[src/rtl/frame_stats_monitor.sv]
// Per-frame pixel statistics and stream-timing checker for a 2-pixel-per-clock RGB888 stream.
// Results are published once per completed frame; a protocol error flag stays set until the next clean frame start.
module frame_stats_monitor #(
  parameter int WIDTH      = 768,
  parameter int HEIGHT     = 512,
  parameter int BRIGHT_SUM = 270
) (
  input  logic        HCLK,
  input  logic        HRESET,
  input  logic        VSYNC,
  input  logic        HSYNC,
  input  logic [7:0]  DATA_R0,
  input  logic [7:0]  DATA_G0,
  input  logic [7:0]  DATA_B0,
  input  logic [7:0]  DATA_R1,
  input  logic [7:0]  DATA_G1,
  input  logic [7:0]  DATA_B1,
  output logic        stats_valid,
  output logic [15:0] frame_count,
  output logic [31:0] pixel_sum,
  output logic [9:0]  sum_min,
  output logic [9:0]  sum_max,
  output logic [19:0] bright_count,
  output logic        line_err,
  output logic        frame_err
);

  localparam int LW = $clog2(HEIGHT + 1);
  localparam logic [9:0]    PAIRS     = 10'(WIDTH / 2);
  localparam logic [LW-1:0] LAST_LINE = LW'(HEIGHT - 1);
  localparam logic [10:0]   BRIGHT    = 11'(BRIGHT_SUM);

  typedef enum logic [2:0] {IDLE, ARMED, LINE, GAP, FLUSH, PUBLISH} state_t;

  state_t        state;
  logic          v_prev, h_prev;
  logic          v_rise, h_rise;
  logic          accept, acc_clear;
  logic [9:0]    s0, s1;
  logic          v1;
  logic [31:0]   acc_sum;
  logic [9:0]    acc_min, acc_max;
  logic [19:0]   acc_bright;
  logic [9:0]    pair_cnt;
  logic [LW-1:0] line_cnt;
  logic          line_err_acc;
  logic [9:0]    pair_min, pair_max;

  assign v_rise = VSYNC & ~v_prev;
  assign h_rise = HSYNC & ~h_prev;

  // Which pixel pairs belong to the frame, and when the frame's accumulators restart.
  always_comb begin
    // NOTE: every always_comb output gets a default first so no path can infer a latch.
    accept    = 1'b0;
    acc_clear = 1'b0;
    case (state)
      IDLE:  acc_clear = v_rise;
      ARMED: accept    = h_rise & ~VSYNC;
      LINE:  accept    = HSYNC;
      GAP: begin
        acc_clear = v_rise;
        accept    = h_rise & ~v_rise;
      end
      default: ;
    endcase
  end

  // Stage 1: per-pixel channel sums plus the accepted-pair flag.
  // NOTE: sequential state uses non-blocking assignments so every register samples pre-edge values.
  always_ff @(posedge HCLK) begin
    if (HRESET) begin
      s0     <= '0;
      s1     <= '0;
      v1     <= 1'b0;
      v_prev <= 1'b0;
      h_prev <= 1'b0;
    end else begin
      s0     <= 10'(DATA_R0) + 10'(DATA_G0) + 10'(DATA_B0);
      s1     <= 10'(DATA_R1) + 10'(DATA_G1) + 10'(DATA_B1);
      v1     <= accept;
      v_prev <= VSYNC;
      h_prev <= HSYNC;
    end
  end

  assign pair_min = (s0 < s1) ? s0 : s1;
  assign pair_max = (s0 > s1) ? s0 : s1;

  // Stage 2: frame accumulators; a frame-start clear wins over a pending accumulate.
  always_ff @(posedge HCLK) begin
    if (HRESET || acc_clear) begin
      acc_sum    <= '0;
      acc_min    <= 10'h3FF;
      acc_max    <= '0;
      acc_bright <= '0;
    end else if (v1) begin
      acc_sum    <= acc_sum + 32'(s0) + 32'(s1);
      acc_min    <= (pair_min < acc_min) ? pair_min : acc_min;
      acc_max    <= (pair_max > acc_max) ? pair_max : acc_max;
      acc_bright <= acc_bright + 20'({1'b0, s0} > BRIGHT) + 20'({1'b0, s1} > BRIGHT);
    end
  end

  always_ff @(posedge HCLK) begin
    if (HRESET) begin
      state        <= IDLE;
      pair_cnt     <= '0;
      line_cnt     <= '0;
      line_err_acc <= 1'b0;
      stats_valid  <= 1'b0;
      frame_count  <= '0;
      pixel_sum    <= '0;
      sum_min      <= '0;
      sum_max      <= '0;
      bright_count <= '0;
      line_err     <= 1'b0;
      frame_err    <= 1'b0;
    end else begin
      stats_valid <= 1'b0;
      case (state)
        IDLE: begin
          if (v_rise) begin
            frame_err    <= 1'b0;
            line_err_acc <= 1'b0;
            line_cnt     <= '0;
            pair_cnt     <= '0;
            state        <= ARMED;
          end else if (HSYNC) begin
            frame_err <= 1'b1;
          end
        end
        ARMED: begin
          if (HSYNC && VSYNC) begin
            frame_err <= 1'b1;
          end else if (h_rise) begin
            pair_cnt <= 10'd1;
            state    <= LINE;
          end
        end
        LINE: begin
          if (HSYNC) begin
            if (pair_cnt != 10'h3FF) pair_cnt <= pair_cnt + 10'd1;
          end else begin
            if (pair_cnt != PAIRS) line_err_acc <= 1'b1;
            pair_cnt <= '0;
            line_cnt <= line_cnt + LW'(1);
            state    <= (line_cnt == LAST_LINE) ? FLUSH : GAP;
          end
        end
        GAP: begin
          if (v_rise) begin
            // Frame aborted mid-way: restart cleanly and publish nothing for it.
            frame_err    <= 1'b1;
            line_err_acc <= 1'b0;
            line_cnt     <= '0;
            pair_cnt     <= '0;
            state        <= ARMED;
          end else if (h_rise) begin
            pair_cnt <= 10'd1;
            state    <= LINE;
          end
        end
        FLUSH: state <= PUBLISH;
        PUBLISH: begin
          pixel_sum    <= acc_sum;
          sum_min      <= acc_min;
          sum_max      <= acc_max;
          bright_count <= acc_bright;
          line_err     <= line_err_acc;
          frame_count  <= frame_count + 16'd1;
          stats_valid  <= 1'b1;
          state        <= IDLE;
        end
        default: state <= IDLE;
      endcase
    end
  end

endmodule

[config.mk]
export PLATFORM = sky130hd
export DESIGN_NAME = frame_stats_monitor
export DESIGN_NICKNAME = d
export VERILOG_FILES = /design/src/rtl/frame_stats_monitor.sv
export SDC_FILE = /design/constraint.sdc
export NUM_CORES = 1
export LEC_CHECK = 0
export ABC_AREA = 1
export BUFFER_PORTS_ARGS = -buffer_cell sky130_fd_sc_hd__buf_2
export CAP_MARGIN = 20
export CORE_AREA = 5 5 162 164
export DETAILED_ROUTE_END_ITERATION = 6
export DIE_AREA = 0 0 167 169
export PLACE_DENSITY = 0.65
export SLEW_MARGIN = 20
export SYNTH_ARGS = -nofsm -noshare
export SYNTH_HDL_FRONTEND = slang
export SYNTH_SLANG_ARGS = --single-unit
[constraint.sdc]
create_clock -name HCLK -period 4.18 [get_ports HCLK]
set_input_delay 0.627 -clock HCLK [delete_from_list [all_inputs] [get_ports HCLK]]
set_output_delay 0.627 -clock HCLK [all_outputs]
set_load 0.02 [all_outputs]
==> flow_metrics.py <==
metrics = {
    "synth": {
        "ys_seq_area_share_pct": 38.85,
        "async_flop_share_pct": 0,
        "synth_area_leaders": "dfxtp_1 39%, nand2_1 9.7%, a21oi_1 8.5%",
        "synth_nets": 1587,
        "ys_types": 54,
        "synth-warning-count": 0,
        "yosysTopAreaCell": "dfxtp_1",
        "synth_edf_count": 0,
        "yosys_most_used_dff": "dfxtp_1",
        "synth_area_um2": 10820,
        "syn_area_per_cell_um2": 7.479,
        "ys_ff_latch": 210,
        "synthCells": 1447,
        "synth_top_area_share_pct": 38.85,
    },
    "layout": {
        "final_cell_mix": "279 x nand2_1, 210 x dfxtp_1, 183 x a21oi_1",
        "area_growth_pct": 16.38,
        "layout_commonest_cell": "nand2_1",
        "final_cell_count_no_fill": 1921,
        "layout.nets": 1713,
        "post-route-util_pct": 50.89,
        "antennaDiodeCount": 0,
        "final_cell_area_um2": 12590,
        "final_layout_size_suffix_gt1_share_pct": 14.08,
    },
    "timing": {
        "worst_pin_slew_ps": 716.6,
        "max_freq_ghz": 0.2736,
        "setup_viol": 0,
        "hold_viol": 0,
        "maxSlewHeadroom_pct": 52.23,
        "period_needed_ps": 3655,
        "rsz0062_at_grt": "false",
        "post-route-worst-setup-slack_ps": 525.3,
        "fin_hold_ws_ps": 376.1,
        "skew_ps": 18.19,
        "final_max_slew_viol_count": 0,
        "fin_crit_sh_pct": 87.43,
        "fin_setup_tns_ps": 0,
    },
    "hold_path": {
        "hold_class": "input pin to flop",
        "hp-start": "VSYNC",
        "whs_path_depth": 3,
        "min_to": "v_prev",
    },
    "power_and_ir_drop": {
        "pwr_density_cell_nw_per_um2": 420.3,
        "ir_drop_uv": 308.0,
        "p_leak_nw": 5.595,
        "power_mw": 5.294,
    },
    "floorplanning": {
        "die_x_um": 167,
        "fp.dieH_um": 169,
        "pin_count": 143,
        "coreArea_um2": 24750,
        "start_util_pct": 43.73,
        "dieArea_um2": 28220,
        "rows": 58,
    },
    "clock_tree": {
        "htreeDepth": 1,
        "cts_sinks": 210,
        "cts_setup_buffers": 0,
        "clock_latency_ps": 520,
        "numCtsBuffers": 24,
        "cts_tree": "yes",
        "root_buffer": "clkbuf_16",
        "cts.reportedPaths.clkPinSlew_ps": 60,
        "clockBufferDepth": 3,
    },
    "routing": {
        "via_per_inst": 4.991,
        "vias": 9588,
        "drc": 0,
        "drt_pass1_iterations": 5,
        "ant_nets": 0,
        "drt_iter0_drc": 481,
        "routedWlPerCell_um": 14.35,
        "wirelength_mm": 27.57,
    },
    "place": {
        "hpwlAfterDp_mm": 20.18,
        "post-place-ws_ps": 517.4,
        "dpl_cell_area_um2": 11800,
        "gp_congestion": 0.8886,
        "place_inst": 1877,
        "portBuffers": 142,
    },
    "setup_path": {
        "arrival_ps": 4050,
        "cp-start-kind": "flop",
        "required_ps": 4580,
        "r2r_cells": 17,
        "r2r_end": "acc_max[9]",
        "crit_path_max_fanout": 20,
        "cp-end-kind": "flop",
        "worst-setup-path-type": "flop to flop",
        "r2r_start": "s1[9]",
        "regToRegSetupSlack_ps": 530,
    },
    "run": {
        "max_cap_violations": 0,
    },
    "global_routing": {
        "antenna_found_initial": 0,
        "grt_max_degree": 72,
        "grt_use_total_pct": 19.24,
        "grt_pass1_vias": 9068,
        "grt_pass1_wl_mm": 45.71,
        "grt.overflow.total": 0,
    },
    "outcome": {
        "status": "finished clean",
    },
}
==> registers in the layout, summed over array words and instances (netlist names), 16 cells and up <==
name	count
pixel_sum	32
acc_bright	20
bright_count	20
acc_sum	32
frame_count	16
==> timing repair <==
| action | CTS | global route |
|---|---|---|
| hold buffers | 0 | 0 |
| endpoints found under the setup margin | 0 | 2 |
| hold endpoints to repair | 0 | 0 |
| gates resized for setup | 0 | 1 |
==> how the worst max path moves through the flow <==
stage,startpoint,cells after the start,end
CTS,s1[9],17,acc_max[9]
global route,s1[4],17,acc_max[3]
floorplan,s1[9],16,acc_min[0]
finish,s1[9],17,acc_max[9]
global placement,s1[9],17,acc_max[9]
detailed placement,s1[9],17,acc_max[5]
==> power breakdown <==
group          total [mW]  switching [mW]  internal [mW]
clock                2.10           0.844           1.26
sequential           2.12          0.0646           2.05
combinational        1.07           0.697          0.378
total                5.29            1.61           3.69
==> cell usage after synthesis, types with 3 or more instances <==
cell        n
nand2_1   279
dfxtp_1   210
a21oi_1   183
inv_1     179
o21ai_0   136
nor2_1    113
nand3_1    63
ha_1       58
clkbuf_1   35
fa_1       30
nand4_1    26
nor3_1     15
xor2_1     15
buf_2      11
inv_2       7
nor2_2      7
xnor2_1     7
o21bai_1    5
nand2_2     4
nor4_1      4
o211ai_1    4
o21a_1      4
and3_1      3
nand3_2     3
nor3b_1     3
o21ai_1     3
or2_2       3
==> cell families after synthesis <==
family	count (synthesis)	synth area share, %
buffers and inverters	240	8.590
xor gates and xnor gates	22	1.781
and+or+nand+nor	538	21.70
adders and majority gates	88	12.26
AOI/OAI and AO/OA	349	16.82
DFF	210	38.85
==> critical path, stage by stage, from the launching register on <==
cell       delay [ps]
dfxtp_1           440
inv_1              90
ha_1              300
nand2_1            70
nor2_1            180
nand3_1           120
nand3_1           120
nand2_1           310
o21ai_0           480
ha_1              310
inv_1              70
nor2_1             40
o211ai_1          150
o2111ai_1         130
nand2_1           440
a21oi_1           110
o21ai_0           100
inv_1              70
==> area by class of cell <==
type / instances / area, um^2
repair buffers: 150 / 770.7
well taps: 330 / 412.9
flip-flops and latches: 210 / 4204
clock inverters: 11 / 123.9
fillers: 2391 / 12150
inverters: 190 / 720.7
multi-input cells: 997 / 5688
clock buffers: 33 / 674.4
==> metal layers <==
| metal | GRT usage [%] | share of wire (%) | up-vias | wire, um |
|---|---|---|---|---|
| met1 | 26.51 | 48 | 4372 | 13280 |
| met5 | 0 | 0 | - | 0 |
| met3 | 2.662 | 4.0 | 42 | 1091 |
| met2 | 32.41 | 46 | 170 | 12700 |
| met4 | 4.162 | 1.8 | 0 | 493 |
| li1 | - | - | 5004 | - |
Power figures use the tool's default switching activity.
